<file path="config.mk">
export PLATFORM = sky130hd
export DESIGN_NAME = mips_multicycle_ctrl
export DESIGN_NICKNAME = d
export VERILOG_FILES = /design/src/rtl/mips_multicycle_ctrl.sv
export SDC_FILE = /design/constraint.sdc
export NUM_CORES = 1
export LEC_CHECK = 0
export CORE_MARGIN = 1.5
export CORE_UTILIZATION = 42
export DETAILED_ROUTE_END_ITERATION = 12
export HOLD_SLACK_MARGIN = 0.03
export PLACE_DENSITY = 0.84
export SYNTH_ARGS = -nofsm -noshare
export SYNTH_HDL_FRONTEND = slang
export SYNTH_SLANG_ARGS = --single-unit
</file>
<file path="constraint.sdc">
create_clock -name clk -period 2.6 [get_ports clk]
set_clock_uncertainty 0.1 [all_clocks]
set_input_delay 0.52 -clock clk [delete_from_list [all_inputs] [get_ports clk]]
set_output_delay 0.52 -clock clk [all_outputs]
set_load 0.05 [all_outputs]
</file>
<file path="src/rtl/mips_multicycle_ctrl.sv">
// Multicycle MIPS control unit: a Moore FSM that sequences each instruction
// over several cycles. It stalls on the memory ready handshake and holds
// EXECUTE for a parametrised number of cycles on a multiply.
module mips_multicycle_ctrl #(
    parameter int MUL_LATENCY = 4,
    parameter int ALUCTRL_W   = 3,
    parameter int STATE_W     = 4
) (
    input  logic                 clk,
    input  logic                 rst_n,
    input  logic [31:0]          instr,
    input  logic                 zero,
    input  logic                 mem_ready,
    output logic                 mem_req,
    output logic                 iord,
    output logic                 mem_write,
    output logic                 ir_write,
    output logic                 reg_dst,
    output logic                 mem_to_reg,
    output logic                 reg_write,
    output logic                 alu_src_a,
    output logic [1:0]           alu_src_b,
    output logic [ALUCTRL_W-1:0] alu_control,
    output logic [1:0]           pc_src,
    output logic                 pc_en,
    output logic                 illegal_op,
    output logic [STATE_W-1:0]   state_o
);

    typedef enum logic [3:0] {
        S_FETCH  = 4'd0,
        S_DECODE = 4'd1,
        S_MEMADR = 4'd2,
        S_MEMRD  = 4'd3,
        S_MEMWB  = 4'd4,
        S_MEMWR  = 4'd5,
        S_EXEC   = 4'd6,
        S_ALUWB  = 4'd7,
        S_BRANCH = 4'd8,
        S_ADDIEX = 4'd9,
        S_ADDIWB = 4'd10,
        S_JUMP   = 4'd11
    } state_t;

    localparam logic [5:0] OP_RTYPE = 6'b000000;
    localparam logic [5:0] OP_LW    = 6'b100011;
    localparam logic [5:0] OP_SW    = 6'b101011;
    localparam logic [5:0] OP_BEQ   = 6'b000100;
    localparam logic [5:0] OP_ADDI  = 6'b001000;
    localparam logic [5:0] OP_J     = 6'b000010;

    localparam logic [5:0] FN_ADD = 6'b100000;
    localparam logic [5:0] FN_SUB = 6'b100010;
    localparam logic [5:0] FN_SLT = 6'b101010;
    localparam logic [5:0] FN_MUL = 6'b011100;
    localparam logic [5:0] FN_AND = 6'b100100;
    localparam logic [5:0] FN_OR  = 6'b100101;

    localparam logic [ALUCTRL_W-1:0] ALU_AND = ALUCTRL_W'(3'b000);
    localparam logic [ALUCTRL_W-1:0] ALU_OR  = ALUCTRL_W'(3'b001);
    localparam logic [ALUCTRL_W-1:0] ALU_ADD = ALUCTRL_W'(3'b010);
    localparam logic [ALUCTRL_W-1:0] ALU_SUB = ALUCTRL_W'(3'b100);
    localparam logic [ALUCTRL_W-1:0] ALU_MUL = ALUCTRL_W'(3'b101);
    localparam logic [ALUCTRL_W-1:0] ALU_SLT = ALUCTRL_W'(3'b110);

    // Purely state-decoded outputs, kept together so they register as one word.
    typedef struct packed {
        logic                 mem_req;
        logic                 iord;
        logic                 mem_write;
        logic                 reg_dst;
        logic                 mem_to_reg;
        logic                 reg_write;
        logic                 alu_src_a;
        logic [1:0]           alu_src_b;
        logic [ALUCTRL_W-1:0] alu_control;
        logic [1:0]           pc_src;
    } moore_t;

    state_t     state;
    state_t     state_nxt;
    logic [3:0] mul_cnt;
    logic [3:0] cnt_nxt;
    moore_t     mo_r;

    logic [5:0] opcode;
    logic [5:0] funct;
    logic       op_legal;
    logic       funct_legal;
    logic       unused_instr;

    assign opcode       = instr[31:26];
    assign funct        = instr[5:0];
    assign unused_instr = ^instr[25:6];

    assign op_legal = (opcode == OP_RTYPE) || (opcode == OP_LW) || (opcode == OP_SW) ||
                      (opcode == OP_BEQ)   || (opcode == OP_ADDI) || (opcode == OP_J);
    assign funct_legal = (funct == FN_ADD) || (funct == FN_SUB) || (funct == FN_SLT) ||
                         (funct == FN_MUL) || (funct == FN_AND) || (funct == FN_OR);

    function automatic logic [ALUCTRL_W-1:0] alu_from_funct(input logic [5:0] f);
        case (f)
            FN_ADD:  return ALU_ADD;
            FN_SUB:  return ALU_SUB;
            FN_SLT:  return ALU_SLT;
            FN_MUL:  return ALU_MUL;
            FN_AND:  return ALU_AND;
            FN_OR:   return ALU_OR;
            default: return ALU_ADD;
        endcase
    endfunction

    function automatic moore_t moore_decode(input state_t s, input logic [5:0] f);
        moore_t m;
        m             = '0;
        m.alu_control = ALU_ADD;
        case (s)
            S_FETCH: begin
                m.mem_req   = 1'b1;
                m.alu_src_b = 2'b01;
            end
            S_DECODE: m.alu_src_b = 2'b11;
            S_MEMADR, S_ADDIEX: begin
                m.alu_src_a = 1'b1;
                m.alu_src_b = 2'b10;
            end
            S_MEMRD: begin
                m.mem_req = 1'b1;
                m.iord    = 1'b1;
            end
            S_MEMWB: begin
                m.reg_write  = 1'b1;
                m.mem_to_reg = 1'b1;
            end
            S_MEMWR: begin
                m.mem_req   = 1'b1;
                m.iord      = 1'b1;
                m.mem_write = 1'b1;
            end
            S_EXEC: begin
                m.alu_src_a   = 1'b1;
                m.alu_control = alu_from_funct(f);
            end
            S_ALUWB: begin
                m.reg_write = 1'b1;
                m.reg_dst   = 1'b1;
            end
            S_BRANCH: begin
                m.alu_src_a   = 1'b1;
                m.alu_control = ALU_SUB;
                m.pc_src      = 2'b01;
            end
            S_ADDIWB: m.reg_write = 1'b1;
            S_JUMP:   m.pc_src    = 2'b10;
            default:  m.mem_req   = 1'b0;
        endcase
        return m;
    endfunction

    // Next-state and multiply-counter logic.
    always_comb begin
        state_nxt = state;
        cnt_nxt   = mul_cnt;
        case (state)
            S_FETCH:  if (mem_ready) state_nxt = S_DECODE;
            S_DECODE: begin
                case (opcode)
                    OP_LW, OP_SW: state_nxt = S_MEMADR;
                    OP_RTYPE: begin
                        state_nxt = S_EXEC;
                        if (funct == FN_MUL) cnt_nxt = 4'(MUL_LATENCY);
                    end
                    OP_BEQ:  state_nxt = S_BRANCH;
                    OP_ADDI: state_nxt = S_ADDIEX;
                    OP_J:    state_nxt = S_JUMP;
                    default: state_nxt = S_FETCH;
                endcase
            end
            S_MEMADR: state_nxt = (opcode == OP_SW) ? S_MEMWR : S_MEMRD;
            S_MEMRD:  if (mem_ready) state_nxt = S_MEMWB;
            S_MEMWR:  if (mem_ready) state_nxt = S_FETCH;
            S_EXEC: begin
                if (!funct_legal) begin
                    state_nxt = S_FETCH;
                end else if (funct == FN_MUL) begin
                    // Counter holds the cycles left in EXEC, including this one.
                    if (mul_cnt <= 4'd1) state_nxt = S_ALUWB;
                    else                 cnt_nxt   = mul_cnt - 4'd1;
                end else begin
                    state_nxt = S_ALUWB;
                end
            end
            S_ADDIEX: state_nxt = S_ADDIWB;
            default:  state_nxt = S_FETCH;
        endcase
    end

    // State register; Moore outputs are registered from the next state so they line up with it.
    always_ff @(posedge clk) begin
        if (!rst_n) begin
            state   <= S_FETCH;
            mul_cnt <= '0;
            mo_r    <= moore_decode(S_FETCH, funct);
        end else begin
            state   <= state_nxt;
            mul_cnt <= cnt_nxt;
            mo_r    <= moore_decode(state_nxt, funct);
        end
    end

    // Strobes are gated by reset so nothing writes while rst_n is low.
    assign mem_req     = rst_n & mo_r.mem_req;
    assign mem_write   = rst_n & mo_r.mem_write;
    assign reg_write   = rst_n & mo_r.reg_write;
    assign iord        = mo_r.iord;
    assign reg_dst     = mo_r.reg_dst;
    assign mem_to_reg  = mo_r.mem_to_reg;
    assign alu_src_a   = mo_r.alu_src_a;
    assign alu_src_b   = mo_r.alu_src_b;
    assign alu_control = mo_r.alu_control;
    assign pc_src      = mo_r.pc_src;

    assign ir_write   = rst_n & (state == S_FETCH) & mem_ready;
    assign pc_en      = rst_n & (((state == S_FETCH) & mem_ready) |
                                 ((state == S_BRANCH) & zero) |
                                 (state == S_JUMP));
    assign illegal_op = rst_n & (((state == S_DECODE) & !op_legal) |
                                 ((state == S_EXEC) & !funct_legal));
    assign state_o    = STATE_W'(state);

endmodule

</file>
==> metrics.md, run 1 <==
| Metric | Value |
|---|---|
| Final setup violating endpoints | 0 |
| Top area cells in the synthesized netlist | sky130_fd_sc_hd__dfxtp_1 32%, sky130_fd_sc_hd__buf_4 3.8%, sky130_fd_sc_hd__nor3_1 3.7% |
| Drt via density | 5.337 |
| Post-Syn Instances | 166 |
| Largest driver fanout on the critical path | 4 |
| Number of cells after detailed placement | 258 |
| Cts bufs inserted | 3 |
| Syn. warnings | 0 |
| Endpoint of the lowest-slack register-to-register path | alu_src_b[1] |
| Number of synthesized flops with an enable pin | 0 |
| Core Region | 3078 um2 |
| Crit Path Class | input port to output port |
| Clock input transition at the sequential cells of the worst setup and hold paths | 0.12 ns |
| Die extent in y | 60.06 um |
| Clk sinks | 22 |
| Port-buffer cells | 36 |
| Drt drc | 0 |
| Number of antenna violations at the first check in global routing | 0 |
| Layout-stage area growth over the synthesis result | 52.79% |
| Share of the clock period used by the worst path | 0.9909 |
| Placement row count | 20 |
| Post-layout power | 0.7083 mW |
| Area enclosed by the die boundary | 3607 um2 |
| Crit. Startpoint | instr[4] |
| Cells along the critical path | dlygate4sd2_1 > or4bb_4 > o2bb2ai_4 > nor2_1 > a32oi_1 > nor2_2 > buf_6 |
| Ys async rst share | 0 |
| Antenna viol nets, final | 0 |
| TritonCTS clock tree | built |
| Number of hold buffers added after cts | 0 |
| Number of nets produced by synthesis | 204 |
| Clock insertion delay at the later pin of the skew report | 0.32 ns |
| Final standard cell count with taps included and fillers excluded | 267 |
| Startpoint Class | input port |
| Highest cell delay on the worst timing path | 0.56 ns |
| Setup slack on the worst flop-to-flop path | 0.33 ns |
| Routability Congestion | 0.7879 |
| Count of vias placed by the detailed router | 1,425 |
| Ratio of cells with drive above 1 in the final layout | 0.2646 |
| I/O Pins | 57 |
| Critical Path Slowest Stage Cell | sky130_fd_sc_hd__or4bb_4 |
| Max Slew Vio Count | 0 |
| Post-Synthesis Mean Instance Area | 8.238 um2 |
| Data required time at the worst endpoint | 1.98 ns |
| Worst max-slew margin expressed relative to the limit | 0.6606 |
| Synth cell types | 54 |
| R2R Path Start | state_o[1] |
| RSZ-0062 raised after global routing | yes |
| Classification of the worst-slack hold path | flip-flop to flip-flop |
| Max Root-Sink Buffers | 2 |
| Main synth FF type | sky130_fd_sc_hd__dfxtp_1 |
| Part of the Yosys area used for sequential elements | 0.3220 |
| Global-route wire length before repair | 5658 um |
| Net count, final | 262 |
| Depth of the worst register-to-register path | 6 |
| Final hold violations | 0 |
| Most area-hungry cell type in the Yosys netlist | sky130_fd_sc_hd__dfxtp_1 |
| H-tree depth reported by CTS | 1 |
| Arrival time of data at the critical path endpoint | 1.96 ns |
| Type of element capturing the critical path | output port |
| Slew of the pin with the lowest slew margin | 0.5020 ns |
| Peak supply drop | 0.1244 mV |
| CTS root buffer | sky130_fd_sc_hd__clkbuf_4 |
| Number of detailed-routing iterations run before antenna repair | 4 |
| Post-synth design cell area | 1368 um2 |
| Number of global-route vias before repair | 1,266 |
| HP Start | mul_cnt[1] |
| Portion of synthesized cell area occupied by the leading cell type | 0.3220 |
| Antenna diode instance count | 0 |
| Aggregate routed wire length | 3416 um |
| Capturing element of the worst setup path | illegal_op |
| Global-route total usage across every layer | 0.2079 |
| Minimum clock period after layout | 2.576 ns |
| Average detailed-routed wire length per instance | 12.79 um |
| Leftover overflow at the end of global routing | 0 |
| Power density over cell area | 339.0 nW/um2 |
| Die X-Extent | 60.06 um |
| Static leakage | 0.8566 nW |
| Post-detail-place hpwl | 2341 um |
| DR iter-0 viols | 29 |
| Max Freq | 388.2 MHz |
| Largest net degree at the start of global routing | 15 |
| Max-capacitance violation count | 0 |
| Synth Register Bits | 22 |
| Result of the run | complete, no violations |
| Starting density of the core | 0.4443 |
## power by group
part | total [mW] | leakage (nW) | switching (mW) | internal (mW)
clock | 0.197 | 0.0210 | 0.111 | 0.0858
combinational | 0.166 | 0.658 | 0.0848 | 0.0814
sequential | 0.346 | 0.178 | 0.00402 | 0.341
total | 0.708 | 0.857 | 0.200 | 0.509
## synthesized netlist by cell type (3+ instances only)
| cell type | instances |
|---|---|
| sky130_fd_sc_hd__and2_1 | 6 |
| sky130_fd_sc_hd__nand2_1 | 11 |
| sky130_fd_sc_hd__nand3_1 | 3 |
| sky130_fd_sc_hd__o21ai_0 | 6 |
| sky130_fd_sc_hd__and3_1 | 3 |
| sky130_fd_sc_hd__inv_1 | 9 |
| sky130_fd_sc_hd__buf_4 | 7 |
| sky130_fd_sc_hd__nand4b_1 | 3 |
| sky130_fd_sc_hd__dfxtp_1 | 22 |
| sky130_fd_sc_hd__buf_2 | 4 |
| sky130_fd_sc_hd__o22ai_1 | 3 |
| sky130_fd_sc_hd__a31oi_1 | 3 |
| sky130_fd_sc_hd__nand2b_1 | 7 |
| sky130_fd_sc_hd__nor2_1 | 12 |
| sky130_fd_sc_hd__a21oi_1 | 3 |
| sky130_fd_sc_hd__nor3_1 | 10 |
| sky130_fd_sc_hd__clkbuf_1 | 3 |
| sky130_fd_sc_hd__nor3b_1 | 4 |
## routing by layer
layer  track usage  vias to the layer above  share of wire
li1              -                      711              -
met1        0.2655                      648           0.43
met2        0.3509                       59           0.50
met3       0.03247                        7          0.049
met4       0.07619                        0          0.025
met5             0                        -              0
## final cells by class
cell class,count,area [um2]
Clock buffer,4,36.28
Fill cell,247,988.4
Inverter,9,33.78
Multi-Input combinational cell,120,869.6
Sequential cell,22,440.4
Tap cell,44,55.05
Timing Repair Buffer,68,654.4
## worst min path at each step
stage | slack (ns) | end | cells after the start
floorplan | 0.35 | mul_cnt[1] | 2
global placement | 0.37 | mul_cnt[1] | 2
detailed placement | 0.38 | mul_cnt[3] | 2
CTS | 0.40 | mul_cnt[3] | 2
global route | 0.43 | mul_cnt[1] | 2
finish | 0.40 | mul_cnt[1] | 2
## through the flow
step	instance area, um2	hold slack [ns]	utilization	setup TNS [ns]	setup slack [ns]
2_1_floorplan	1375	0.3507	-	0	0.03216
3_3_place_gp	1946	0.3674	0.6321	-2.103	-0.2652
3_5_place_dp	1946	0.3787	0.6321	-2.731	-0.2806
4_1_cts	2051	0.3993	0.6663	0	0.02715
5_1_grt	2090	0.4332	0.6789	-0.08073	-0.04588
6_report	2090	0.3952	0.6789	0	0.02371
## worst max-delay path: cells and delay by family
family / cells / cell delay [ns]
buffers and inverters: 2 / 0.42
AOI/OAI and AO/OA: 2 / 0.32
and+or+nand+nor: 3 / 0.70
## logic make-up after synthesis
kind of cell    Yosys count  share of synthesized area
simple gates             78                     0.3477
compound gates           35                     0.1839
xor+xnor                  3                    0.01922
flops                    22                     0.3220
mux                       2                    0.01464
fa+ha+maj                 2                    0.01830
buf+inv                  24                    0.09423
## what timing repair did
| item | 4_1_cts | 5_1_grt |
|---|---|---|
| pin swaps | 5 | 3 |
| setup endpoints to repair | 1 | 4 |
| resized for setup | 13 | 6 |
| buffers inserted | 4 | 1 |
## layout by cell type (no fill, tap or decap), types with 5 or more instances in the layout
master | Yosys | routed
sky130_fd_sc_hd__dfxtp_1 | 22 | 22
sky130_fd_sc_hd__dlygate4sd2_1 | 0 | 5
sky130_fd_sc_hd__buf_4 | 7 | 31
sky130_fd_sc_hd__nand2_1 | 11 | 11
sky130_fd_sc_hd__o21ai_0 | 6 | 6
sky130_fd_sc_hd__clkdlybuf4s50_1 | 0 | 23
sky130_fd_sc_hd__buf_12 | 0 | 5
sky130_fd_sc_hd__nand2b_1 | 7 | 7
sky130_fd_sc_hd__nor2_1 | 12 | 11
sky130_fd_sc_hd__inv_1 | 9 | 9
sky130_fd_sc_hd__nor3_1 | 10 | 9
sky130_fd_sc_hd__and2_1 | 6 | 6
Power figures use the tool's default switching activity.
==> inputs of run 2 (changes only) <==
--- a/config.mk
+++ b/config.mk
@@ -6,10 +6,10 @@
 export NUM_CORES = 1
 export LEC_CHECK = 0
 export CORE_MARGIN = 1.5
-export CORE_UTILIZATION = 42
+export CORE_UTILIZATION = 46
 export DETAILED_ROUTE_END_ITERATION = 12
 export HOLD_SLACK_MARGIN = 0.03
-export PLACE_DENSITY = 0.84
+export PLACE_DENSITY = 0.9
 export SYNTH_ARGS = -nofsm -noshare
 export SYNTH_HDL_FRONTEND = slang
 export SYNTH_SLANG_ARGS = --single-unit
==> constraint.sdc (replaced) <==
create_clock -name clk -period 3.1 [get_ports clk]
set_clock_uncertainty 0.1 [all_clocks]
set_input_delay 0.62 -clock clk [delete_from_list [all_inputs] [get_ports clk]]
set_output_delay 0.62 -clock clk [all_outputs]
set_load 0.05 [all_outputs]
==> metrics.md, run 2 (same netlist as run 1, synthesis figures left out) <==
| Metric | Value |
|---|---|
| Worst path buffer plus inverter count | 2 |
| Final hold violations | 0 |
| I/O Pins | 57 |
| Number of antenna violations at the first check in global routing | 0 |
| Endpoint of the lowest-slack register-to-register path | alu_control[2] |
| Slew of the pin with the lowest slew margin | 0.6575 ns |
| Static leakage | 0.7132 nW |
| Result of the run | complete, no violations |
| HP Start | mul_cnt[1] |
| Type of element capturing the critical path | output port |
| Clock insertion delay at the later pin of the skew report | 0.31 ns |
| Cts bufs inserted | 3 |
| Die extent in y | 57.53 um |
| Max Root-Sink Buffers | 2 |
| Layout-stage area growth over the synthesis result | 34.68% |
| R2R Path Start | state_o[0] |
| Storage cell area | 440.4 um2 |
| Area enclosed by the die boundary | 3309 um2 |
| Share of the clock period used by the worst path | 0.9765 |
| Number of global-route vias before repair | 1,242 |
| Max-capacitance violation count | 0 |
| Total Neg Setup Slack | 0 ns |
| TritonCTS clock tree | built |
| Clock input transition at the sequential cells of the worst setup and hold paths | 0.11 ns |
| Power density over cell area | 308.6 nW/um2 |
| Max Slew Vio Count | 0 |
| Depth of the worst register-to-register path | 6 |
| Hold Path Stages | 2 |
| Clk sinks | 22 |
| Post-layout power | 0.5685 mW |
| Arrival time of data at the critical path endpoint | 2.31 ns |
| H-tree depth reported by CTS | 1 |
| Aggregate routed wire length | 3297 um |
| Antenna viol nets, final | 0 |
| Final-layout fill cell count | 242 |
| Die X-Extent | 57.53 um |
| Hold Path Sink | mul_cnt[1] |
| Leftover overflow at the end of global routing | 0 |
| Placement row count | 19 |
| Largest driver fanout on the critical path | 4 |
| Core Region | 2781 um2 |
| Drt via density | 5.793 |
| Most common cell after layout, fill and taps aside | sky130_fd_sc_hd__clkdlybuf4s50_1 |
| CTS root buffer | sky130_fd_sc_hd__clkbuf_4 |
| Number of hold buffers added after cts | 0 |
| Max Freq | 330.3 MHz |
| Routability Congestion | 0.7894 |
| Largest net degree at the start of global routing | 15 |
| Data required time at the worst endpoint | 2.38 ns |
| Final setup violating endpoints | 0 |
| Antenna diode instance count | 0 |
| Minimum clock period after layout | 3.027 ns |
| Critical Path Slowest Stage Cell | sky130_fd_sc_hd__or4bb_1 |
| Number of detailed-routing iterations run before antenna repair | 4 |
| Highest cell delay on the worst timing path | 0.57 ns |
| Cells along the critical path | clkdlybuf4s50_1 > or4bb_1 > o2bb2ai_2 > nor2_1 > a32oi_1 > nor2_1 > buf_4 |
| Most numerous cell on the critical path | sky130_fd_sc_hd__nor2_1 |
| Peak supply drop | 0.3949 mV |
| Starting density of the core | 0.4917 |
| Count of vias placed by the detailed router | 1,344 |
| Classification of the worst-slack hold path | flip-flop to flip-flop |
| Ratio of cells with drive above 1 in the final layout | 0.1493 |
| Crit Path Class | input port to output port |
| Cell family contributing the most delay on the critical path | simple AND/OR/NAND/NOR gates |
| Global-route wire length before repair | 5416 um |
| Worst max-slew margin expressed relative to the limit | 0.5577 |
| Setup slack on the worst flop-to-flop path | 0.77 ns |
| Global-route total usage across every layer | 0.2073 |
| Port-buffer cells | 36 |
| Post-detail-place hpwl | 2648 um |
| Drt drc | 0 |
| Net count, final | 240 |
| DR iter-0 viols | 54 |
| Commonest cells after routing, fill and taps aside | 30 x sky130_fd_sc_hd__clkdlybuf4s50_1, 22 x sky130_fd_sc_hd__dfxtp_1, 12 x sky130_fd_sc_hd__nor2_1 |
| Startpoint Class | input port |
| Multi-input gate area | 809.5 um2 |
| Average detailed-routed wire length per instance | 14.21 um |
## run 2: changes by cell type in the layout (fill, tap and decap cells not counted), moves of 2 or more
| cell | delta |
|---|---|
| sky130_fd_sc_hd__clkdlybuf4s50_1 | +7 |
| sky130_fd_sc_hd__dlygate4sd2_1 | -5 |
| sky130_fd_sc_hd__buf_4 | -20 |
| sky130_fd_sc_hd__dlymetal6s2s_1 | -2 |
| sky130_fd_sc_hd__buf_6 | -2 |
## run 2: per-stage QoR
| step | worst slack [ns] | utilization | hold slack, ns | area [um2] | instances |
|---|---|---|---|---|---|
| after floorplan | 0.2089 | - | 0.3507 | 1368 | 166 |
| after global placement | 0.08175 | 0.6424 | 0.3699 | 1787 | 227 |
| after detailed placement | 0.006483 | 0.6424 | 0.3792 | 1787 | 227 |
| after CTS | 0.005045 | 0.6554 | 0.3957 | 1823 | 231 |
| after global routing | -0.01888 | 0.6622 | 0.4208 | 1842 | 232 |
| final | 0.07277 | 0.6622 | 0.3949 | 1842 | 232 |
## run 2: worst max-delay path by stage
| stage | startpoint | end | cells past startpoint |
|---|---|---|---|
| 2_1_floorplan | state_o[3] | pc_en | 5 |
| 3_5_place_dp | instr[5] | illegal_op | 7 |
| 5_1_grt | instr[5] | illegal_op | 7 |
| 6_report | instr[2] | illegal_op | 7 |
| 4_1_cts | instr[5] | illegal_op | 7 |
| 3_3_place_gp | instr[5] | illegal_op | 7 |
## run 2: final cells by class
cell class              instances  area share
multi-input cells             120      0.4395
repair buffers                 46      0.2622
flip-flops and latches         22      0.2391
inverters                       9     0.01834
clock buffers                   4     0.01970
well taps                      31     0.02106
## run 2: report_power, final
group,internal (mW),total [mW],leakage [nW],switching [mW]
sequential,0.286,0.290,0.178,0.00387
clock,0.0718,0.158,0.0210,0.0860
combinational,0.0568,0.120,0.514,0.0636
## run 2: routing by layer
metal	global-route usage	part of all wire
met5	0	0
met4	0.04651	0.0088
met3	0.03628	0.042
met2	0.3961	0.54
met1	0.2363	0.41
## run 2: worst min-delay path, delay by kind of cell (launching register included)
family        cells  cell delay, ns
mux               1            0.06
simple gates      1            0.06
flops             1            0.34
## run 2: timing repair
action                     CTS  global route
buffers inserted             0             1
setup endpoints to repair    0             1
resized for setup            0             2
==> inputs of run 3 (changes only) <==
--- a/config.mk
+++ b/config.mk
@@ -10,6 +10,7 @@
 export DETAILED_ROUTE_END_ITERATION = 12
 export HOLD_SLACK_MARGIN = 0.03
 export PLACE_DENSITY = 0.9
+export SLEW_MARGIN = 20
 export SYNTH_ARGS = -nofsm -noshare
 export SYNTH_HDL_FRONTEND = slang
 export SYNTH_SLANG_ARGS = --single-unit
==> results of run 3 <==
Final layout, timing and power as in run 2 (identical DEF).
